$ cat src/rtl/board_ctrl_if.sv
// -----------------------------------------------------------------------------
// board_ctrl_if
//   Pin-side bundle of the board control block: raw buttons in, conditioned
//   buttons, system reset, long-press feedback and heartbeat out.
//
//   Parameters:
//     NUM_BTN      number of button channels
//   Signals:
//     btn_raw      raw asynchronous button pins          (board -> ctrl)
//     btn_level    debounced level, 1 = pressed          (ctrl -> board/core)
//     btn_press    one-cycle press pulse                 (ctrl -> core)
//     sys_rst_n    active-low system reset to the core   (ctrl -> core)
//     hold_active  long-press in progress (LED feedback) (ctrl -> board)
//     heartbeat    heartbeat LED square wave             (ctrl -> board)
//   Modports:
//     master       board side: drives btn_raw, observes everything else
//     slave        board_ctrl side: consumes btn_raw, drives the outputs
//
//   There is no valid/ready handshake on this bundle: btn_raw is a level
//   sampled every clock, and every output is a registered level that is
//   meaningful on every clock after the first reset edge.
// -----------------------------------------------------------------------------
interface board_ctrl_if #(
    parameter int NUM_BTN = 4
);
    logic [NUM_BTN-1:0] btn_raw;
    logic [NUM_BTN-1:0] btn_level;
    logic [NUM_BTN-1:0] btn_press;
    logic               sys_rst_n;
    logic               hold_active;
    logic               heartbeat;

    modport master (
        output btn_raw,
        input  btn_level,
        input  btn_press,
        input  sys_rst_n,
        input  hold_active,
        input  heartbeat
    );

    modport slave (
        input  btn_raw,
        output btn_level,
        output btn_press,
        output sys_rst_n,
        output hold_active,
        output heartbeat
    );
endinterface

$ cat src/rtl/board_ctrl.sv
// -----------------------------------------------------------------------------
// board_ctrl
//   Board-level control: per-button synchronise/normalise/debounce, a reset
//   FSM (POR -> RUN -> BTN_RST -> POR) that stretches the system reset after
//   power-up and after a long press of button RST_BTN, and a heartbeat LED.
//
//   Ports:
//     clk    in   pixel clock, all logic on the rising edge
//     reset  in   synchronous active-high reset (e.g. PLL not locked)
//     pins   board_ctrl_if.slave bundle (btn_raw in; btn_level, btn_press,
//            sys_rst_n, hold_active, heartbeat out)
//
//   Build option:
//     BOARD_CTRL_BTN_EDGE_EN  defined   -> btn_press pulses for one cycle on
//                                          the cycle btn_level first reads 1
//                             undefined -> btn_press tied to 0, no edge regs
//
//   All outputs are registered. The FSM state is held in 'state' for
//   observation by hierarchical checkers.
// -----------------------------------------------------------------------------
module board_ctrl #(
    parameter int                 NUM_BTN          = 4,
    parameter logic [NUM_BTN-1:0] ACTIVE_LOW_MASK  = NUM_BTN'(4'b0001),
    parameter int                 RST_BTN          = 0,
    parameter int                 DEBOUNCE_CYCLES  = 65536,
    parameter int                 POR_CYCLES       = 16,
    parameter int                 HOLD_CYCLES      = 25200000,
    parameter int                 HEARTBEAT_CYCLES = 25200000
) (
    input  logic        clk,
    input  logic        reset,
    board_ctrl_if.slave pins
);
    localparam int DW = $clog2(DEBOUNCE_CYCLES + 1);
    localparam int PW = $clog2(POR_CYCLES + 1);
    localparam int HW = $clog2(HOLD_CYCLES + 1);
    localparam int BW = $clog2(HEARTBEAT_CYCLES + 1);

    // Counters compare against N-1 before incrementing, so the N-th counted
    // edge is the one that acts ("reaches N").
    localparam logic [DW-1:0] DEB_LAST  = DW'(DEBOUNCE_CYCLES - 1);
    localparam logic [PW-1:0] POR_LAST  = PW'(POR_CYCLES - 1);
    localparam logic [HW-1:0] HOLD_LAST = HW'(HOLD_CYCLES - 1);
    localparam logic [BW-1:0] HB_LAST   = BW'(HEARTBEAT_CYCLES - 1);

    // ---------------- synchroniser + polarity normalisation ----------------
    logic [NUM_BTN-1:0] sync1_q;
    logic [NUM_BTN-1:0] sync2_q;
    logic [NUM_BTN-1:0] s_norm;

    // Reset value is the raw "not pressed" level, so s_norm reads 0.
    always_ff @(posedge clk) begin
        if (reset) begin
            sync1_q <= ACTIVE_LOW_MASK;
            sync2_q <= ACTIVE_LOW_MASK;
        end else begin
            sync1_q <= pins.btn_raw;
            sync2_q <= sync1_q;
        end
    end

    assign s_norm = sync2_q ^ ACTIVE_LOW_MASK;

    // ---------------- debounce ----------------
    logic [NUM_BTN-1:0] level_q;
    logic [NUM_BTN-1:0] level_nxt;
    logic [DW-1:0]      deb_cnt_q   [NUM_BTN];
    logic [DW-1:0]      deb_cnt_nxt [NUM_BTN];

    always_comb begin
        level_nxt = level_q;
        for (int i = 0; i < NUM_BTN; i++) begin
            deb_cnt_nxt[i] = '0;
            if (s_norm[i] != level_q[i]) begin
                if (deb_cnt_q[i] == DEB_LAST) begin
                    level_nxt[i] = s_norm[i];
                end else begin
                    deb_cnt_nxt[i] = deb_cnt_q[i] + 1'b1;
                end
            end
        end
    end

    always_ff @(posedge clk) begin
        if (reset) begin
            level_q <= '0;
            for (int i = 0; i < NUM_BTN; i++) begin
                deb_cnt_q[i] <= '0;
            end
        end else begin
            level_q <= level_nxt;
            for (int i = 0; i < NUM_BTN; i++) begin
                deb_cnt_q[i] <= deb_cnt_nxt[i];
            end
        end
    end

    assign pins.btn_level = level_q;

`ifdef BOARD_CTRL_BTN_EDGE_EN
    logic [NUM_BTN-1:0] press_q;

    // Registered alongside level_q, so the pulse lines up with the first
    // cycle the new level is visible.
    always_ff @(posedge clk) begin
        if (reset) begin
            press_q <= '0;
        end else begin
            press_q <= level_nxt & ~level_q;
        end
    end

    assign pins.btn_press = press_q;
`else
    assign pins.btn_press = '0;
`endif

    // ---------------- reset FSM ----------------
    typedef enum logic [1:0] {
        ST_POR     = 2'd0,
        ST_RUN     = 2'd1,
        ST_BTN_RST = 2'd2
    } state_t;

    state_t        state;
    logic [PW-1:0] por_cnt;
    logic [HW-1:0] hold_cnt;
    logic          sys_rst_n_q;
    logic          hold_active_q;

    // RUN decides on the already-registered level, so a release landing on
    // the final hold edge is not seen and the reset still fires. BTN_RST
    // leaves on the same edge that the debounced release becomes visible.
    // hold_active_q is loaded from next-state values so it equals
    // (state == RUN) && btn_level[RST_BTN] in every cycle.
    always_ff @(posedge clk) begin
        if (reset) begin
            state         <= ST_POR;
            por_cnt       <= '0;
            hold_cnt      <= '0;
            sys_rst_n_q   <= 1'b0;
            hold_active_q <= 1'b0;
        end else begin
            case (state)
                ST_POR: begin
                    hold_active_q <= 1'b0;
                    if (por_cnt == POR_LAST) begin
                        state         <= ST_RUN;
                        por_cnt       <= '0;
                        sys_rst_n_q   <= 1'b1;
                        hold_active_q <= level_nxt[RST_BTN];
                    end else begin
                        por_cnt <= por_cnt + 1'b1;
                    end
                end
                ST_RUN: begin
                    if (level_q[RST_BTN]) begin
                        if (hold_cnt == HOLD_LAST) begin
                            state         <= ST_BTN_RST;
                            hold_cnt      <= '0;
                            sys_rst_n_q   <= 1'b0;
                            hold_active_q <= 1'b0;
                        end else begin
                            hold_cnt      <= hold_cnt + 1'b1;
                            hold_active_q <= level_nxt[RST_BTN];
                        end
                    end else begin
                        hold_cnt      <= '0;
                        hold_active_q <= level_nxt[RST_BTN];
                    end
                end
                ST_BTN_RST: begin
                    hold_active_q <= 1'b0;
                    if (!level_nxt[RST_BTN]) begin
                        state   <= ST_POR;
                        por_cnt <= '0;
                    end
                end
                default: begin
                    state         <= ST_POR;
                    por_cnt       <= '0;
                    hold_cnt      <= '0;
                    sys_rst_n_q   <= 1'b0;
                    hold_active_q <= 1'b0;
                end
            endcase
        end
    end

    assign pins.sys_rst_n   = sys_rst_n_q;
    assign pins.hold_active = hold_active_q;

    // ---------------- heartbeat ----------------
    logic [BW-1:0] hb_cnt;
    logic          hb_q;

    always_ff @(posedge clk) begin
        if (reset) begin
            hb_cnt <= '0;
            hb_q   <= 1'b0;
        end else if (hb_cnt == HB_LAST) begin
            hb_cnt <= '0;
            hb_q   <= ~hb_q;
        end else begin
            hb_cnt <= hb_cnt + 1'b1;
        end
    end

    assign pins.heartbeat = hb_q;

endmodule

$ cat src/flat_wrapper.sv
// flat-port wrapper written by rule: the top's interface ports become plain ports
module board_ctrl_flat 
#(
    parameter int                 NUM_BTN          = 4,
    parameter logic [NUM_BTN-1:0] ACTIVE_LOW_MASK  = NUM_BTN'(4'b0001),
    parameter int                 RST_BTN          = 0,
    parameter int                 DEBOUNCE_CYCLES  = 65536,
    parameter int                 POR_CYCLES       = 16,
    parameter int                 HOLD_CYCLES      = 25200000,
    parameter int                 HEARTBEAT_CYCLES = 25200000
)
  (clk, reset, pins_btn_raw, pins_btn_level, pins_btn_press, pins_sys_rst_n, pins_hold_active, pins_heartbeat);
  board_ctrl_if #(.NUM_BTN(NUM_BTN)) pins_i ();
  input  logic clk;
  input  logic reset;
  input wire logic [$bits(pins_i.btn_raw)-1:0] pins_btn_raw;
  output wire logic [$bits(pins_i.btn_level)-1:0] pins_btn_level;
  output wire logic [$bits(pins_i.btn_press)-1:0] pins_btn_press;
  output wire logic [$bits(pins_i.sys_rst_n)-1:0] pins_sys_rst_n;
  output wire logic [$bits(pins_i.hold_active)-1:0] pins_hold_active;
  output wire logic [$bits(pins_i.heartbeat)-1:0] pins_heartbeat;
  assign pins_i.btn_raw = pins_btn_raw;
  assign pins_btn_level = pins_i.btn_level;
  assign pins_btn_press = pins_i.btn_press;
  assign pins_sys_rst_n = pins_i.sys_rst_n;
  assign pins_hold_active = pins_i.hold_active;
  assign pins_heartbeat = pins_i.heartbeat;
  board_ctrl #(.NUM_BTN(NUM_BTN), .ACTIVE_LOW_MASK(ACTIVE_LOW_MASK), .RST_BTN(RST_BTN), .DEBOUNCE_CYCLES(DEBOUNCE_CYCLES), .POR_CYCLES(POR_CYCLES), .HOLD_CYCLES(HOLD_CYCLES), .HEARTBEAT_CYCLES(HEARTBEAT_CYCLES)) u_core (.clk(clk), .reset(reset), .pins(pins_i));
endmodule
$ cat config.mk
export PLATFORM = sky130hd
export DESIGN_NAME = board_ctrl_flat
export DESIGN_NICKNAME = d
export VERILOG_FILES = /design/src/rtl/board_ctrl_if.sv /design/src/rtl/board_ctrl.sv /design/src/flat_wrapper.sv
export SDC_FILE = /design/constraint.sdc
export NUM_CORES = 1
export LEC_CHECK = 0
export ABC_AREA = 1
export CORE_MARGIN = 3
export CORE_UTILIZATION = 55
export CTS_CLUSTER_DIAMETER = 50
export DETAILED_ROUTE_END_ITERATION = 10
export DONT_BUFFER_PORTS = 1
export GPL_ROUTABILITY_DRIVEN = 0
export PLACE_DENSITY = 0.82
export SLEW_MARGIN = 15
export SYNTH_ARGS = -nofsm -noshare
export SYNTH_HDL_FRONTEND = slang
export SYNTH_SLANG_ARGS = --single-unit
$ cat constraint.sdc
create_clock -name clk -period 2.35 [get_ports clk]
set_clock_uncertainty 0.2 [all_clocks]
set_input_delay 0.5875 -clock clk [delete_from_list [all_inputs] [get_ports clk]]
set_output_delay 0.5875 -clock clk [all_outputs]
set_load 0.005 [all_outputs]
==> results of run 1 <==
## metrics by stage
stage            TNS, ns  cell area (um2)
2_1_floorplan  -0.000829             6550
3_5_place_dp       -1.01             6850
5_1_grt            -5.59             7970
4_1_cts                0             7610
6_report          -0.754             7970
3_3_place_gp           0             6850
## power by group through the flow
| stage | combinational, uW | clock [uW] | sequential (uW) |
|---|---|---|---|
| 2_1_floorplan | 67.0 | 0 | 2450 |
| 3_3_place_gp | 75.6 | 0 | 2450 |
| 3_5_place_dp | 77.6 | 0 | 2450 |
| 4_1_cts | 82.3 | 2790 | 2400 |
| 5_1_grt | 107 | 2910 | 2410 |
| 6_report | 95.0 | 2770 | 2410 |
## final timing paths
kind         slack [ns]           endpoint  cells past startpoint
max               -0.10  u_core.por_cnt[4]                     15
min reg2reg        0.21  u_core.sync2_q[3]                      2
max reg2reg       -0.10  u_core.por_cnt[4]                     15
min                0.03  u_core.sync1_q[2]                      1
## registers in the layout, summed over array words and instances, names as in the netlist
signal and cells:
u_core.deb_cnt_q 68, u_core.hb_cnt 25, u_core.hold_cnt 25, u_core.pins.btn_level 4, u_core.pins.heartbeat 1, u_core.pins.hold_active 1
u_core.pins.sys_rst_n 1, u_core.por_cnt 5, u_core.state 2, u_core.sync1_q 4, u_core.sync2_q 4
## cells in the mapped netlist (all sizes together)
cell type,count,area (um2)
buf,9,72.6
inv,134,503
and3,1,6.26
nand2,200,761
o211a,1,10.0
xor2,22,193
nor3,33,198
or2,10,62.6
nor2,181,689
nand3,49,245
o31ai,2,15.0
o22ai,2,12.5
nand4,15,124
xnor2,6,52.6
nor3b,3,22.5
nor4,1,6.26
a31oi,2,12.5
a21boi,1,7.51
dfxtp,140,2800
conb,1,3.75
a21oi,57,285
a22oi,2,15.0
o21a,1,7.51
clkbuf,5,18.8
o21ai,41,209
ha,11,138
o32ai,1,8.76
o211ai,1,7.51
nand3b,6,45.0
## layout make-up
cell class	count	area [um2]
inverters	134	513
fillers	858	3550
repair buffers	48	380
multi-input cells	654	3440
repair inverters	2	15.0
clock inverters	11	140
well taps	143	179
clock buffers	21	480
flip-flops and latches	140	2820
## cell families after synthesis
| group | Yosys count | synth area share |
|---|---|---|
| adders and majority gates | 11 | 0.0211 |
| xor gates and xnor gates | 28 | 0.0375 |
| buffers and inverters | 148 | 0.0910 |
| and+or+nand+nor | 499 | 0.331 |
| other | 1 | 0.000574 |
| DFF | 140 | 0.429 |
| AOI/OAI and AO/OA | 111 | 0.0904 |
## repair_timing
action,4_1_cts,5_1_grt
endpoints found under the hold margin,0,0
setup buffers,11,10
gates resized for setup,18,94
gates cloned,1,3
endpoints found under the setup margin,32,73
pin swaps,3,26
## per-layer routing
metal | GRT usage | routed length (um) | vias up
li1 | - | - | 3090
met1 | 0.259 | 6480 | 2757
met2 | 0.362 | 7380 | 168
met3 | 0.0632 | 717 | 54
met4 | 0.0892 | 461 | 0
met5 | 0 | 0 | -
==> metrics.log, run 1 <==
INFO  metric detailedRoute.firstPassIterationCount = 6
INFO  metric setup-violations-final = 17
INFO  metric rows = 39
INFO  metric post_place_cells = 1096
INFO  metric path_class = reg2reg
INFO  metric vias = 6069
INFO  metric max_freq = 0.408 GHz
INFO  metric cts_tree = done
INFO  metric timing.critical_path.cells = ha_4 > nand3_4 > nor3_4 > nand3b_1 > nor3_2 > nand2_1 > nor2_1 > ha_2 > nand2_1 > o21ai_1 > nand3b_1 > buf_4 > o211ai_1 > nand3_1 > inv_1
INFO  metric ioPinCount = 17
INFO  metric clockBufferDepth = 2
INFO  metric failed_checks = setup timing
INFO  metric power_switching = 1070 uW
INFO  metric crit_buf_inv = 2
INFO  metric ir_drop = 611 uV
INFO  metric worst-path-max-fanout = 3
INFO  metric r2r_start = u_core.deb_cnt_q[0][0]
INFO  metric layout-drive-gt1-share = 0.175
INFO  metric flow.area_growth_from_synthesis = 21.9%
INFO  metric synth.avg_cell_area = 6.97 um2
INFO  metric final_period_minus_worst_setup_slack = 2.45 ns
INFO  metric grt_pass1_vias = 5503
INFO  metric critPathTopFamily = simple AND/OR/NAND/NOR gates
INFO  metric layout_worst_path_cycle_share = 1.04
INFO  metric insertedDiodeCount = 0
INFO  metric stdcell_count = 1153
INFO  metric critical_path.startpoint = u_core.deb_cnt_q[0][0]
INFO  metric start_util = 0.567
INFO  metric sw_frac_of_total = 0.203
INFO  metric cts.htree.levels = 4
INFO  metric drcViolationCount = 0
INFO  metric insertion_delay = 0.43 ns
INFO  metric path_clk_slew = 0.06 ns
INFO  metric status = finished, violations left
INFO  metric synth_cell_types = 42
INFO  metric worstSetupEndpointType = flip-flop
INFO  metric mostFrequentLayoutCells = 191 x sky130_fd_sc_hd__nand2_1, 169 x sky130_fd_sc_hd__nor2_1, 130 x sky130_fd_sc_hd__dfxtp_1
INFO  metric timing_hold_violations_final = 0
INFO  metric nets = 1014
INFO  metric grt_pass1_wl = 23300 um
INFO  metric max_stage_delay = 0.35 ns
INFO  metric dp_worst_setup_slack = -0.0862 ns
INFO  metric hp_class = in2reg
INFO  metric post_drt_via_cell_ratio = 5.26
INFO  metric post_synthesis_instance_total = 938
INFO  metric cell_internal_pwr = 4200 uW
INFO  metric grt_use_total = 0.216
INFO  metric grt_setup_unrepaired = yes
INFO  metric die-area = 0.0132 mm2
INFO  metric combinationalPowerShare = 0.018
INFO  metric crit_path_top_delay_cell = sky130_fd_sc_hd__dfxtp_2
INFO  metric cp.arrival = 2.58 ns
INFO  metric max_cap_viol_count = 0
INFO  metric most_common_library_cell_in_the_layout_ignoring_fill_and_taps = sky130_fd_sc_hd__nand2_1
INFO  metric tritoncts.num_buffers = 17
INFO  metric worst_ep_required_time = 2.47 ns
INFO  metric dpl.hpwl = 8970 um
INFO  metric fp.dieW = 115 um
INFO  metric cts_num_sinks = 140
INFO  metric core-area = 0.0115 mm2
INFO  metric yosys_warnings = 0
INFO  metric timing.hold.worst.start = reset
INFO  metric grt_max_degree = 26
INFO  metric timing.final.max_slew_violations = 0
INFO  metric synth.yosys.seq_area_share = 0.429
INFO  metric die_h = 115 um
INFO  metric antenna_found_initial = 0
INFO  metric synth.cell_area = 0.00653 mm2
INFO  metric grt.overflow.total = 0
INFO  metric drt-total-wl = 15000 um
INFO  metric cts-hold-fix-buffers = 0
INFO  metric cts_root_buf = sky130_fd_sc_hd__clkbuf_16
INFO  metric power.leakage = 0.00296 uW
INFO  metric hold_ws = 0.0276 ns
INFO  metric utilization = 0.692
INFO  metric ys_seq_elements = 140
INFO  metric share_seq_of_total_power = 0.456
INFO  metric ant_nets = 0
INFO  metric relative_contribution_of_the_clock_network_to_total_power = 0.526
INFO  metric post_drt_wl_per_cell = 13.0 um
INFO  metric cellPowerDensity = 662 mW/mm2
INFO  metric pwr_total = 5270 uW
INFO  metric startpoint_type = flip-flop
INFO  metric finalWorstSetupSlack = -0.103 ns
INFO  metric numPortBuffers = 0
INFO  metric initialDrtViolationCount = 442
Power figures use the tool's default switching activity.
==> run 2: changes to the inputs <==
--- a/config.mk
+++ b/config.mk
@@ -12,7 +12,8 @@
 export DETAILED_ROUTE_END_ITERATION = 10
 export DONT_BUFFER_PORTS = 1
 export GPL_ROUTABILITY_DRIVEN = 0
-export PLACE_DENSITY = 0.82
+export HOLD_SLACK_MARGIN = 0.02
+export PLACE_DENSITY = 0.77
 export SLEW_MARGIN = 15
 export SYNTH_ARGS = -nofsm -noshare
 export SYNTH_HDL_FRONTEND = slang
==> run 2 against run 1 <==
Compared with the run above:
- the flow now finishes without violations
- non-clock buffer count shrank 11
- clock-buffer cell count increased by 2
- critical path depth unchanged
- hold slack better by 0.0033 ns
- largest cell class unchanged
- highest routed layer unchanged
==> metrics.log, run 2 (synthesis results as in run 1) <==
INFO  metric final_period_minus_worst_setup_slack = 2.35 ns
INFO  metric grt.met2_usage = 0.349
INFO  metric cts_root_buf = sky130_fd_sc_hd__clkbuf_16
INFO  metric flow.area_growth_from_synthesis = 19.7%
INFO  metric max_cap_viol_count = 0
INFO  metric grt.overflow.total = 0
INFO  metric most_common_library_cell_in_the_layout_ignoring_fill_and_taps = sky130_fd_sc_hd__nand2_1
INFO  metric start_util = 0.567
INFO  metric status = finished, final reports clean
INFO  metric die-area = 0.0132 mm2
INFO  metric largest_register_ffs = 68
INFO  metric dpl.hpwl = 8870 um
INFO  metric cts-hold-fix-buffers = 0
INFO  metric ir_drop = 618 uV
INFO  metric worst_ep_required_time = 2.45 ns
INFO  metric placed_area = 0.00685 mm2
INFO  metric core-area = 0.0115 mm2
INFO  metric layout_worst_path_cycle_share = 0.999
INFO  metric tritoncts.num_buffers = 17
INFO  metric path_clk_slew = 0.06 ns
INFO  metric gr-usage-met1 = 0.259
INFO  metric insertion_delay = 0.42 ns
INFO  metric grt_max_degree = 20
INFO  metric insertedDiodeCount = 0
INFO  metric cts_tree = done
INFO  metric grt_pass1_vias = 5379
INFO  metric grt.busiest_layer = met2
INFO  metric grt_pass1_wl = 22700 um
INFO  metric final_std_cell_area_no_fill = 0.00782 mm2
INFO  metric clockBufferDepth = 2
INFO  metric numPortBuffers = 0
INFO  metric grt_use_total = 0.210
INFO  metric grt_setup_unrepaired = yes
INFO  metric ioPinCount = 17
INFO  metric startpoint_type = flip-flop
INFO  metric register_bank_with_the_most_flops = u_core.deb_cnt_q
INFO  metric nets = 1002
INFO  metric layout-drive-gt1-share = 0.155
INFO  metric power.leakage = 0.00288 uW
INFO  metric hp_class = in2reg
INFO  metric cp.arrival = 2.45 ns
INFO  metric cts.htree.levels = 4
INFO  metric path_class = reg2reg
INFO  metric rows = 39
INFO  metric timing.final.max_slew_violations = 0
INFO  metric cts_num_sinks = 140
INFO  metric detailedRoute.firstPassIterationCount = 4
INFO  metric vias = 5751
INFO  metric timing_hold_violations_final = 0
INFO  metric max_freq = 0.426 GHz
INFO  metric worst-path-max-fanout = 5
INFO  metric die_h = 115 um
INFO  metric post_drt_wl_per_cell = 11.8 um
INFO  metric hold_ws = 0.0309 ns
INFO  metric final.fill_count = 971
INFO  metric mostFrequentLayoutCells = 189 x sky130_fd_sc_hd__nand2_1, 173 x sky130_fd_sc_hd__nor2_1, 131 x sky130_fd_sc_hd__dfxtp_1
INFO  metric ant_nets = 0
INFO  metric fp.dieW = 115 um
INFO  metric drt-total-wl = 13500 um
INFO  metric grt.met3_usage = 0.0553
INFO  metric initialDrtViolationCount = 363
INFO  metric worstSetupEndpointType = flip-flop
INFO  metric drcViolationCount = 0
INFO  metric post_drt_via_cell_ratio = 5.05
INFO  metric cellPowerDensity = 655 mW/mm2
INFO  metric antenna_found_initial = 0
INFO  metric reg_top3 = u_core.deb_cnt_q (68), u_core.hb_cnt (25), u_core.hold_cnt (25)
INFO  metric setup-violations-final = 0
==> run 2: cell count changes in the layout (fill, tap and decap cells not counted), sizes merged <==
cell | before | now
and3 | 2 | 1
buf | 48 | 37
bufinv | 3 | 2
clkbuf | 21 | 23
clkinv | 7 | 4
==> run 2: layout make-up <==
| type | count | area, um2 | share of cell area |
|---|---|---|---|
| inverter | 134 | 510 | 0.0653 |
| tap | 143 | 179 | 0.0229 |
| multi-input combinational | 653 | 3420 | 0.438 |
| clock inverter | 7 | 87.6 | 0.0112 |
| timing repair inverter | 2 | 15.0 | 0.00192 |
| sequential | 140 | 2810 | 0.360 |
| timing repair buffer | 37 | 294 | 0.0376 |
| clock buffer | 23 | 498 | 0.0637 |
==> run 2: worst paths after layout <==
path / start / to / slack (ns) / cells after the start
min: reset / u_core.sync1_q[1] / 0.03 / 1
max reg2reg: u_core.deb_cnt_q[0][35] / u_core.deb_cnt_q[0][39] / 0.003 / 15
min reg2reg: u_core.sync1_q[2] / u_core.sync2_q[2] / 0.21 / 2
max: u_core.deb_cnt_q[0][35] / u_core.deb_cnt_q[0][39] / 0.003 / 15
==> run 2: power breakdown <==
group,total (uW),switching (uW),internal [uW]
Sequential,2410,12.5,2390
Combinational,87.0,52.1,34.9
Clock,2630,947,1680
==> run 2: through the flow <==
step / instances / setup slack (ns) / TNS (ns) / power [uW] / utilization
after floorplan: 941 / -0.000829 / -0.000829 / 2520 / -
after global placement: 1096 / 0.00252 / 0 / 2530 / 0.594
after detailed placement: 1096 / -0.0823 / -0.726 / 2530 / 0.594
after CTS: 1129 / 0.00293 / 0 / 5150 / 0.650
after global routing: 1139 / -0.184 / -3.40 / 5280 / 0.679
final: 1139 / 0.00297 / 0 / 5120 / 0.679
==> run 2: metal layers <==
| layer | vias up | share of wire |
|---|---|---|
| met2 | 84 | 0.48 |
| met4 | 0 | 0.021 |
| met3 | 24 | 0.042 |
| met5 | - | 0 |
| li1 | 3056 | - |
| met1 | 2587 | 0.46 |
==> run 2: what timing repair did <==
item,4_1_cts,5_1_grt
cloned,1,1
pin swaps,1,25
gates resized for setup,14,84
setup endpoints to repair,35,75
setup buffers,2,11
==> run 2: critical path, cell delays in order (launching register included) <==
cell and delay [ns]:
sky130_fd_sc_hd__dfxtp_2 0.36, sky130_fd_sc_hd__ha_4 0.15, sky130_fd_sc_hd__nand2_4 0.06, sky130_fd_sc_hd__nor3_4 0.18, sky130_fd_sc_hd__nand2_1 0.09, sky130_fd_sc_hd__inv_2 0.08
sky130_fd_sc_hd__nand3_4 0.08, sky130_fd_sc_hd__nor2_4 0.12, sky130_fd_sc_hd__nand3b_1 0.08, sky130_fd_sc_hd__nor2_1 0.13, sky130_fd_sc_hd__ha_2 0.19, sky130_fd_sc_hd__inv_2 0.05
sky130_fd_sc_hd__nand4_4 0.09, sky130_fd_sc_hd__clkinvlp_4 0.19, sky130_fd_sc_hd__o21ai_1 0.13, sky130_fd_sc_hd__a21oi_1 0.05
